`config.mk`:
```
export PLATFORM = sky130hd
export DESIGN_NAME = tt_um_serial_sub
export DESIGN_NICKNAME = d
export VERILOG_FILES = /design/src/rtl/tt_um_serial_sub_pkg.sv /design/src/rtl/tt_um_serial_sub_fs.sv /design/src/rtl/tt_um_serial_sub.sv
export SDC_FILE = /design/constraint.sdc
export NUM_CORES = 1
export LEC_CHECK = 0
export BUFFER_PORTS_ARGS = -buffer_cell sky130_fd_sc_hd__buf_2
export CAP_MARGIN = 10
export CORE_UTILIZATION = 45
export DETAILED_ROUTE_END_ITERATION = 6
export PLACE_DENSITY_LB_ADDON = 0.08
export SETUP_SLACK_MARGIN = 0.05
export SLEW_MARGIN = 15
export SYNTH_ARGS = -nofsm -noshare
export SYNTH_HDL_FRONTEND = slang
export SYNTH_SLANG_ARGS = --single-unit
```
`constraint.sdc`:
```
create_clock -name clk -period 1.7 [get_ports clk]
set_input_delay 0.085 -clock clk [delete_from_list [all_inputs] [get_ports clk]]
set_output_delay 0.085 -clock clk [all_outputs]
set_load 0.02 [all_outputs]
```
`src/rtl/tt_um_serial_sub_pkg.sv`:
```
// Shared constants for the bit-serial subtractor: operand width, FSM encoding,
// and the bit positions of the uio control/status fields.
package tt_um_serial_sub_pkg;

   localparam int WIDTH     = 8;
   localparam int CNT_W     = 3;

   localparam logic [0:0] ST_IDLE = 1'b0;
   localparam logic [0:0] ST_RUN  = 1'b1;

   localparam int CTL_LOAD_A = 0;
   localparam int CTL_LOAD_B = 1;
   localparam int CTL_START  = 2;

   localparam int STS_BUSY   = 4;
   localparam int STS_DONE   = 5;
   localparam int STS_BORROW = 6;
   localparam int STS_SERIAL = 7;

   localparam logic [7:0] UIO_OE_VAL = 8'hF0;

endpackage

```
`src/rtl/tt_um_serial_sub_fs.sv`:
```
// Combinational full-subtractor cell: d = a - b - bin, with borrow out.
module tt_serial_fs (
   input  logic i_a,
   input  logic i_b,
   input  logic i_bin,
   output logic o_d,
   output logic o_bout
);

   assign o_d    = i_a ^ i_b ^ i_bin;
   assign o_bout = (~i_a & i_b) | (~(i_a ^ i_b) & i_bin);

endmodule

```
`src/rtl/tt_um_serial_sub.sv`:
```
// Bit-serial 8-bit subtractor: D = (A - B) mod 256, LSB first, one bit per
// enabled clock, with the final borrow flagging A < B.
module tt_um_serial_sub
   import tt_um_serial_sub_pkg::*;
(
   input  logic       clk,
   input  logic       rst_n,
   input  logic       ena,
   input  logic [7:0] ui_in,
   input  logic [7:0] uio_in,
   output logic [7:0] uo_out,
   output logic [7:0] uio_out,
   output logic [7:0] uio_oe
);

   logic [0:0]       r_state;
   logic [WIDTH-1:0] r_a;
   logic [WIDTH-1:0] r_b;
   logic [WIDTH-1:0] r_d;
   logic [CNT_W-1:0] r_cnt;
   logic             r_borrow;
   logic             r_done;
   logic             r_serial;

   logic w_load_a;
   logic w_load_b;
   logic w_start;
   logic w_d;
   logic w_bout;
   logic w_busy;
   logic w_unused_ctl;

   assign w_load_a     = uio_in[CTL_LOAD_A];
   assign w_load_b     = uio_in[CTL_LOAD_B];
   assign w_start      = uio_in[CTL_START];
   assign w_busy       = (r_state == ST_RUN);
   assign w_unused_ctl = &{1'b0, uio_in[7:3]};

   tt_serial_fs u_fs (
      .i_a    (r_a[0]),
      .i_b    (r_b[0]),
      .i_bin  (r_borrow),
      .o_d    (w_d),
      .o_bout (w_bout)
   );

   // Operand capture in IDLE, one subtractor step per RUN cycle; ena gates everything.
   always_ff @(posedge clk or negedge rst_n) begin
      if (!rst_n) begin
         r_state  <= ST_IDLE;
         r_a      <= 8'h00;
         r_b      <= 8'h00;
         r_d      <= 8'h00;
         r_cnt    <= 3'd0;
         r_borrow <= 1'b0;
         r_done   <= 1'b0;
         r_serial <= 1'b0;
      end else if (ena) begin
         case (r_state)
            ST_IDLE: begin
               if (w_load_a) begin
                  r_a <= ui_in;
               end
               if (w_load_b) begin
                  r_b <= ui_in;
               end
               // A start is only honoured when no load competes for the same cycle.
               if (w_start && !w_load_a && !w_load_b) begin
                  r_state  <= ST_RUN;
                  r_borrow <= 1'b0;
                  r_cnt    <= 3'd0;
                  r_done   <= 1'b0;
               end
            end
            ST_RUN: begin
               r_a      <= {1'b0, r_a[WIDTH-1:1]};
               r_b      <= {1'b0, r_b[WIDTH-1:1]};
               r_d      <= {w_d, r_d[WIDTH-1:1]};
               r_serial <= w_d;
               r_borrow <= w_bout;
               r_cnt    <= r_cnt + 3'd1;
               if (r_cnt == 3'd7) begin
                  r_state <= ST_IDLE;
                  r_done  <= 1'b1;
               end
            end
            default: begin
               r_state <= ST_IDLE;
            end
         endcase
      end
   end

   assign uo_out  = r_d;
   assign uio_out = {r_serial, r_borrow, r_done, w_busy, 4'b0000};
   assign uio_oe  = UIO_OE_VAL;

endmodule

```
==> summary.md <==
| Metric | Value |
|---|---|
| Run status | finished clean |
| RSZ-0062 raised after global routing | false |
| Routed WL per cell | 14.1 µm |
| Met3 usage | just under 4% |
| Initial antenna violation count | 0 |
| Post-synthesis cell type count | 29 |
| CP max FO | 3 |
| Share of cells above drive strength 1 | 25.0% |
| Post-route clock period utilization | between 70% and 80% |
| Commonest cells after routing, fill and taps aside | dfrtp_1, o22ai_1, buf_2 |
| Clk slew on worst S/H paths | 80 ps |
| First-pass GRT wire length | ~4900 µm |
| Via density | 5.53 |
| Grt total ovfl | 0 |
| Worst skew pair latency | between 300 and 400 ps |
| Most common cell after layout, fill and taps aside | dfrtp_1 |
| Fin Hold WS | ~28 ps |
| # DRC | 0 |
| Total die area | 3570 µm² |
| Post-route cell area | between 1500 and 2000 µm² |
| CP Class | reg2reg |
| Mapped Cells | between 100 and 150 |
| Met2 Use GR | about 30% |
| Total GRT Usage | a little under a fifth |
| Drt first-iter violations | between 60 and 70 |
| Max cap viols | 0 |
| Syn. warnings | 0 |
| # IOs | 43 |
| Largest net degree at the start of global routing | 31 |
| Final wirelength | ~2900 µm |
| Post-synthesis sequential area ratio | between 50 and 60% |
| Detailed Routing Iterations Pass 1 | 4 |
| PortBufs | 25 |
| Clock buffer count from CTS | 5 |
| CP Data Required Time | 1910 ps |
| Clk root buf | clkbuf_4 |
| Final setup vio count | 0 |
| Layout area overhead | 7.67% |
| Clk_skew | between 9 and 10 ps |
| Final Critical Period | 1240 ps |
| Pwr dens | 1740 nW/µm² |
| Final hold vios | 0 |
| Slew HR | a little under three fifths |
| Die Y | ~60 µm |
| Row cnt | 20 |
| Syn Area/Cell | between 10 and 15 µm² |
| Number of nets with antenna violations after routing | 0 |
| Crit path launch type | flop |
| Worst min-delay path category | in2reg |
| GRT busiest layer | met2 |
| Highest Clock Rate | 0.808 GHz |
| Vias in the first global route | roughly 1100 |
| CP endpoint kind | flop |
| Worst-Margin Slew | between 600 and 700 ps |
| DPL Wire Length | around 2000 µm |
| Max-slew violations | 0 |
| Starting Density | between 40% and 50% |
| Core area | a little over 3000 µm² |
| Nets | 183 |
| CTS tree | built |
| Peak supply drop | 0.000818 V |
| CTS sink cnt | 30 |
| Post-DP Area | around 1600 µm² |
| Die width | 59.7 µm |
| Synthesis-stage register bit count | 30 |
| Ant. Diodes | 0 |
| Clock tree buffer depth | 2 |
| Via Count | about 1100 |
| Post-CTS Resized | 0 |
| Area contributors post-synth | dfrtp_1, o22ai_1, buf_4 |
| GPL Wtd Cong | 0.737 |
| GRT met1 Usage | 24.0% |
| Total setup buffers inserted after CTS | 0 |
| Mapped cell area | 1500 µm² |
| Static Leak | roughly 0.74 nW |
| Synth area leader | dfrtp_1 |
| Yosys top cell area share | between 50% and 60% |
| Total Neg Setup Slack | 0 ps |
| CTS H-tree lvls | 2 |
| Worst Path Arrival | between 1000 and 1500 ps |
[metal layers]
layer / share of wire, % / routed length [µm]
met1: 45 / 1300
met2: 49 / 1410
met3: 4.1 / 117
met4: 1.9 / 55
met5: 0 / 0
[flip-flops by register name, indices dropped and copies added, names as in the netlist]
name      flops
r_a           8
r_b           8
uo_out        8
r_cnt         3
r_borrow      1
r_done        1
r_state       1
[per-stage QoR]
step           instances  utilization, %  total power [mW]  setup WS [ps]
2_1_floorplan        151               -              2.19            515
3_3_place_gp         197            50.1              2.37            490
3_5_place_dp         197            50.1              2.42            478
4_1_cts              204            52.1              2.83            460
5_1_grt              204            52.1              3.05            397
6_report             204            52.1              2.81            463
[critical path, stage by stage (launching register included)]
cell and delay [ps]:
dfrtp_1 400, ha_1 200, ha_1 260, a32o_1 260
[Yosys cell counts, drive strengths merged]
library cell	instances
and3	1
o2bb2ai	1
dfrtp	30
conb	2
nand2	4
ha	2
a21bo	1
o21ai	6
inv	4
nand3b	2
buf	26
nor2	2
fa	1
o31ai	1
nand3	2
a21o	1
or2	1
mux2	7
nor3b	1
o22ai	25
a21oi	17
a32o	3
nand4bb	1
[cells by family after synthesis]
group | synth area share, %
other | 0.501
buffers and inverters | 13.4
adder cells (fa/ha/maj) | 3.00
multiplexers | 5.25
AO/OA/AOI/OAI | 22.4
flip-flops | 50.0
AND/OR/NAND/NOR | 5.42
[report_power, final]
part / leakage, nW / internal, mW / switching (mW)
clock: 0.0302 / 0.186 / 0.222
combinational: 0.358 / 0.472 / 0.638
sequential: 0.353 / 1.04 / 0.245
total: 0.742 / 1.70 / 1.10
[repair_timing]
| action | in CTS | in global routing |
|---|---|---|
| hold buffers | 1 | 0 |
| endpoints found under the hold margin | 30 | 0 |
| setup endpoints to repair | 0 | 0 |
[worst paths after layout]
path | from | endpoint | slack, ps | depth (start not counted)
min | ui_in[7] | r_b[7] | 30 | 3
min in group asynchronous | rst_n | r_a[1] | 320 | 2
max | r_cnt[0] | r_cnt[2] | 460 | 3
min reg2reg | uo_out[0] | uo_out[0] | 500 | 1
max in group asynchronous | rst_n | r_state | 940 | 2
max reg2reg | r_cnt[0] | r_cnt[2] | 460 | 3
[area by class of cell]
| cell class | instances | area [µm²] |
|---|---|---|
| Clock buffer | 6 | 51.3 |
| Fill cell | 313 | 1490 |
| Inverter | 4 | 15.0 |
| Multi-Input combinational cell | 91 | 586 |
| Sequential cell | 30 | 751 |
| Tap cell | 44 | 55.1 |
| Timing Repair Buffer | 29 | 158 |
(Power assumes the default switching activity.)
